==> src/rtl/w_sram_fetch.sv <==
// Weight-fetch controller: streams a contiguous run of SRAM weight words to the weight-load path.
// Latency: start in cycle 0, first read in cycle 1, first w_valid in cycle 3, then one word per cycle.
// Backpressure: w_ready low stalls the head word; a 2-entry skid FIFO plus read credits stall reads.
//
// Ports:
//   CLK, RESET_N             clock shared with the SRAM, async active-low reset
//   start/base_addr/len      command, sampled only in IDLE when no done pulse is showing
//   sram_cen/wen/a, sram_q   synchronous-read SRAM port (read-only, one-cycle latency)
//   w_data/w_valid/w_ready   weight stream (transfer = w_valid & w_ready)
//   busy/done/err            status: busy from accept to done, done/err are one-cycle pulses
module w_sram_fetch #(
  parameter int NUM = 108,
  parameter int AW  = 7,
  parameter int DW  = 32
) (
  input  logic          CLK,
  input  logic          RESET_N,
  input  logic          start,
  input  logic [AW-1:0] base_addr,
  input  logic [AW-1:0] len,
  output logic          sram_cen,
  output logic          sram_wen,
  output logic [AW-1:0] sram_a,
  input  logic [DW-1:0] sram_q,
  output logic [DW-1:0] w_data,
  output logic          w_valid,
  input  logic          w_ready,
  output logic          busy,
  output logic          done,
  output logic          err
);

  typedef enum logic [1:0] {
    IDLE  = 2'd0,
    FETCH = 2'd1,
    DRAIN = 2'd2
  } state_t;

  localparam logic [AW:0] NUM_W = (AW+1)'(NUM);

  state_t        state_q;
  logic [AW-1:0] base_q, len_q, a_q;
  logic [AW-1:0] rd_cnt_q, rd_cnt_d;
  logic [AW-1:0] tx_cnt_q, tx_cnt_d;
  logic [1:0]    occ_q, occ_d;
  logic [DW-1:0] head_q, head_d;
  logic [DW-1:0] tail_q, tail_d;
  logic          inflight_q, valid_q, busy_q, done_q, err_q;

  logic          pop, push, credit_ok, rd_issue;
  logic          can_start, cmd_ok, start_acc, start_rej;
  logic [AW:0]   end_addr;
  logic [AW-1:0] rd_addr;

  // Command check at AW+1 bits so base+len cannot overflow.
  assign end_addr  = {1'b0, base_addr} + {1'b0, len};
  assign cmd_ok    = (len != '0) && ({1'b0, len} <= NUM_W) && (end_addr <= NUM_W);
  // A start coinciding with the done pulse is ignored even though the FSM is already IDLE.
  assign can_start = (state_q == IDLE) && !done_q;
  assign start_acc = start && can_start && cmd_ok;
  assign start_rej = start && can_start && !cmd_ok;

  assign pop  = valid_q & w_ready;
  assign push = inflight_q;   // sram_q carries the word read last cycle

  // Read credit: words held + word in flight - word leaving now must stay below 2.
  // Depends on this cycle's w_ready, so the read strobe is combinational.
  assign credit_ok = ({1'b0, occ_q} + {2'b00, inflight_q}) < (3'd2 + {2'b00, pop});
  assign rd_issue  = (state_q == FETCH) && credit_ok;
  assign rd_addr   = base_q + rd_cnt_q;

  assign sram_cen = ~rd_issue;
  assign sram_wen = 1'b1;
  assign sram_a   = rd_issue ? rd_addr : a_q;

  assign w_data  = head_q;
  assign w_valid = valid_q;
  assign busy    = busy_q;
  assign done    = done_q;
  assign err     = err_q;

  always_comb begin
    rd_cnt_d = start_acc ? '0 : rd_cnt_q + {{(AW-1){1'b0}}, rd_issue};
    tx_cnt_d = start_acc ? '0 : tx_cnt_q + {{(AW-1){1'b0}}, pop};
  end

  // Skid FIFO held as head/tail registers; the head drives w_data directly.
  always_comb begin
    head_d = head_q;
    tail_d = tail_q;
    occ_d  = occ_q;
    case ({push, pop})
      2'b10: begin
        if (occ_q == 2'd0) head_d = sram_q;
        else               tail_d = sram_q;
        occ_d = occ_q + 2'd1;
      end
      2'b01: begin
        head_d = tail_q;
        occ_d  = occ_q - 2'd1;
      end
      2'b11: begin
        if (occ_q == 2'd2) begin
          head_d = tail_q;
          tail_d = sram_q;
        end else begin
          head_d = sram_q;
        end
      end
      default: ;
    endcase
  end

  always_ff @(posedge CLK or negedge RESET_N) begin
    if (!RESET_N) begin
      state_q    <= IDLE;
      base_q     <= '0;
      len_q      <= '0;
      a_q        <= '0;
      rd_cnt_q   <= '0;
      tx_cnt_q   <= '0;
      occ_q      <= 2'd0;
      head_q     <= '0;
      tail_q     <= '0;
      inflight_q <= 1'b0;
      valid_q    <= 1'b0;
      busy_q     <= 1'b0;
      done_q     <= 1'b0;
      err_q      <= 1'b0;
    end else begin
      rd_cnt_q   <= rd_cnt_d;
      tx_cnt_q   <= tx_cnt_d;
      occ_q      <= occ_d;
      head_q     <= head_d;
      tail_q     <= tail_d;
      valid_q    <= (occ_d != 2'd0);
      inflight_q <= rd_issue;
      if (rd_issue) a_q <= rd_addr;
      err_q  <= start_rej;
      done_q <= 1'b0;
      case (state_q)
        IDLE: begin
          if (start_acc) begin
            base_q  <= base_addr;
            len_q   <= len;
            busy_q  <= 1'b1;
            state_q <= FETCH;
          end
        end
        FETCH: begin
          if (rd_cnt_d == len_q) state_q <= DRAIN;
        end
        DRAIN: begin
          // All words delivered implies nothing in flight and an empty FIFO.
          if ((tx_cnt_d == len_q) && (occ_d == 2'd0)) begin
            state_q <= IDLE;
            busy_q  <= 1'b0;
            done_q  <= 1'b1;
          end
        end
        default: state_q <= IDLE;
      endcase
    end
  end

  // The read credit must keep pushes away from a full FIFO.
  a_no_overflow: assert property (@(posedge CLK) disable iff (!RESET_N)
                                  !(push && (occ_q == 2'd2) && !pop));

endmodule

==> config.mk <==
export PLATFORM = sky130hd
export DESIGN_NAME = w_sram_fetch
export DESIGN_NICKNAME = d
export VERILOG_FILES = /design/src/rtl/w_sram_fetch.sv
export SDC_FILE = /design/constraint.sdc
export NUM_CORES = 1
export LEC_CHECK = 0
export CORE_ASPECT_RATIO = 0.6
export CORE_MARGIN = 3
export CORE_UTILIZATION = 30
export DETAILED_ROUTE_END_ITERATION = 16
export SLEW_MARGIN = 20
export SYNTH_ARGS = -nofsm -noshare
export SYNTH_HDL_FRONTEND = slang
export SYNTH_SLANG_ARGS = --single-unit
export TNS_END_PERCENT = 10
==> constraint.sdc <==
create_clock -name CLK -period 4.31 [get_ports CLK]
set_input_delay 0.862 -clock CLK [delete_from_list [all_inputs] [get_ports CLK]]
set_output_delay 0.862 -clock CLK [all_outputs]
set_load 0.02 [all_outputs]
==> impl_metrics.toml <==
[logic_synthesis]
synth.distinct_cells = 56
ys_top_cells_by_area = "dfrtp_1, mux2_2, ha_1"
synthArstFlopShare_pct = 100.0
synth-warning-count = 0
syn_inst = 499
synth_xor_area_share_pct = 4.681
synthSimpleGateAreaFrac_pct = 10.74
ys_top_cells_by_count = "dfrtp_1, nor2_1, mux2_2"
synth.avg_cell_area_um2 = 10.87
seq_area_frac_synth_pct = 49.80
synthMuxAreaShare_pct = 9.961
yosys_most_used_dff = "dfrtp_1"
ys_ff_latch = 108
synth_top_area_share_pct = 49.80
synth_edf_count = 0
synth_most_common_cell = "dfrtp_1"
synthAdderAreaFrac_pct = 5.810
synth_compound_area_share_pct = 16.21
yosysTopAreaCell = "dfrtp_1"
synth_top_family_by_area = "compound AO/OA/AOI/OAI gates"
synthesis.nets = 573
syn_area_um2 = 5426

[drt]
drt-vias-per-instance = 5.010
firstDrtPassIters = 4
drtAntennaViolNets = 0
wl_per_cell_um = 16.65
drc = 0
vias = 4163
wirelength_mm = 13.83
drt_first_iter_violations = 274

[pwr]
peakVddDrop_mv = 0.3728
p_int_mw = 3.282
combPwrFrac_pct = 52.3
p_sw_mw = 2.254
seqPwrFrac_pct = 33.6
power_density_nw_per_um2 = 795.9
clock_power_share_pct = 14.2
swShare_pct = 40.72
p_leak_nw = 2.932
fin_total_pwr_mw = 5.536

[final_layout]
finalNetCount = 666
drive_gt1_share_pct = 15.08
area_growth_pct = 28.18
postLayoutCoreUtil_pct = 39.96
nFillCells = 1714
antennaDiodeCount = 0

[place]
dp_hpwl_mm = 10.28
port_buffers = 93
dpl_worst_slack_ns = -0.1018
gp_congestion = 0.9041

[sta]
hold_viol = 0
tightestPinTransition_ns = 0.7094
fmax_mhz = 245.7
tns_ns = 0
setup-violations-final = 0
rsz0062_at_grt = "false"
fin_crit_sh_pct = 94.42
slew_headroom_pct = 52.70
fin_worst_skew_ns = 0.006922
min_period_ns = 4.069
setup_ws_ns = 0.2406
slew_viol_final = 0

[clock_tree]
tritoncts = "done"
ctsResizeCount = 0
ctsHoldBuffers = 0
cts_root_buf = "clkbuf_16"
clock-sinks = 108
clk_pin_slew_ns = 0.08
cts-htree-levels = 3
clockBufferDepth = 2
postCtsSetupBuffers = 0
cts-buffers-inserted = 9
clk-insertion-delay-late_ns = 0.35

[worst_setup_path]
slowest_stage = "clkdlybuf4s50_1"
critPathMaxStageDelay_ns = 0.47
r2r_setup_slack_ns = 0.94
crit_type = "input pin to register"
cp-start-kind = "input pin"
crit_arrival_ns = 4.29
worstPathRequired_ns = 4.53
critPathCaptureType = "register"
path_common_cell = "a2111oi_2"
cp_cell_sequence = "clkdlybuf4s50_1 > ha_1 > fa_1 > xnor2_1 > a2111o_1 > a41oi_1 > a2111oi_2 > o21ai_1 > buf_4 > a221oi_1 > a2111oi_2 > o22ai_1"
path_max_fanout = 7

[status]
status = "completed"

[floorplan]
rows = 37
die_w_um = 179.6
coreArea_um2 = 17410
die_h_um = 110.2
fp.dieArea_um2 = 19790
ios = 95
start_util_pct = 31.17

[global_route]
antenna_found_initial = 0
grt_pass1_vias = 4071
groute.usage.overall_pct = 13.97
grt_overflow = 0
grt_max_degree = 65
grt_pass1_wl_mm = 22.07

[run]
cap_violations = 0

[hold_path]
hp-class = "register to register"
## per-stage QoR
stage / hold slack (ns) / cells / cell area (um^2)
3_3_place_gp: 0.4783 / 815 / 6681
3_5_place_dp: 0.4890 / 815 / 6681
5_1_grt: 0.5215 / 831 / 6955
4_1_cts: 0.5130 / 831 / 6955
2_1_floorplan: 0.4758 / 499 / 5426
6_report: 0.5078 / 831 / 6955
## worst max-delay path: cells and delay by family
kind / cells / cell delay [ns]
xor gates and xnor gates: 1 / 0.16
AOI/OAI and AO/OA: 7 / 1.88
buffers and inverters: 2 / 0.72
adders and majority gates: 2 / 0.65
## power groups by stage
stage	sequential [mW]	clock [mW]	combinational, mW
global placement	1.85	0	2.85
CTS	1.86	0.819	2.92
global route	1.92	0.862	3.17
floorplan	1.95	0	1.73
finish	1.86	0.784	2.89
detailed placement	1.88	0	2.90
## path summary, 6_finish.rpt
| check | depth (start not counted) | start | endpoint |
|---|---|---|---|
| hold / removal | 1 | a_q[0]$_DFF_PN0_ | a_q[0]$_DFF_PN0_ |
| min in group asynchronous | 1 | RESET_N | tail_q[21]$_DFFE_PN0P_ |
| max in group asynchronous | 2 | RESET_N | tail_q[27]$_DFFE_PN0P_ |
| setup / recovery | 12 | len[0] | state_q[1]$_DFFE_PN0P_ |
| setup reg to reg | 12 | occ_q[0]$_DFF_PN0_ | state_q[0]$_DFFE_PN0P_ |
| hold reg to reg | 1 | a_q[0]$_DFF_PN0_ | a_q[0]$_DFF_PN0_ |
## per-layer routing
layer | global-route usage [%] | vias to the layer above | part of all wire, %
met5 | 0 | - | 0
met4 | 3.199 | 0 | 0.70
met3 | 3.607 | 7 | 5.9
met2 | 20.64 | 112 | 44
met1 | 20.54 | 2060 | 49
li1 | - | 1984 | -
## area by class of cell
| type | count | area (um^2) | area share (%) |
|---|---|---|---|
| inverters | 13 | 48.80 | 0.7016 |
| multi-input cells | 353 | 2604 | 37.43 |
| repair buffers | 107 | 1033 | 14.86 |
| flip-flops and latches | 108 | 2703 | 38.86 |
| clock buffers | 9 | 225.2 | 3.238 |
| well taps | 234 | 292.8 | 4.209 |
| clock inverters | 7 | 48.80 | 0.7016 |
## cells by family after synthesis
group           after synthesis
compound gates              126
simple gates                125
flops                       108
mux                          48
buf+inv                      38
xor+xnor                     29
fa+ha+maj                    24
other cells                   1
## layout by cell type (no fill, tap or decap), types with 3 or more instances in the layout
cell type / instances
nand2b_1: 4
clkdlybuf4s50_1: 92
nand2_1: 17
a31oi_1: 3
a22oi_1: 32
o21ai_1: 3
ha_1: 22
o32ai_1: 3
and2_1: 7
nor3_1: 4
clkbuf_16: 9
buf_4: 15
nor4_1: 3
nand3b_1: 3
o21ai_0: 8
inv_1: 13
xor2_1: 12
a21oi_1: 41
or4_1: 4
a211oi_1: 3
nor2_1: 59
nand3_1: 14
a21o_1: 5
and3_1: 4
inv_6: 3
a221oi_1: 3
xnor2_1: 17
dfrtp_1: 108
clkinv_2: 3
mux2_2: 48
## sequential cells by signal (all words and copies together), names as in the netlist
register	flops
tail_q	32
w_data	32
a_q	7
base_q	7
len_q	7
rd_cnt_q	7
tx_cnt_q	7
occ_q	2
state_q	2
busy	1
done	1
err	1
inflight_q	1
w_valid	1
No activity file was read; power rests on OpenSTA's default activity.
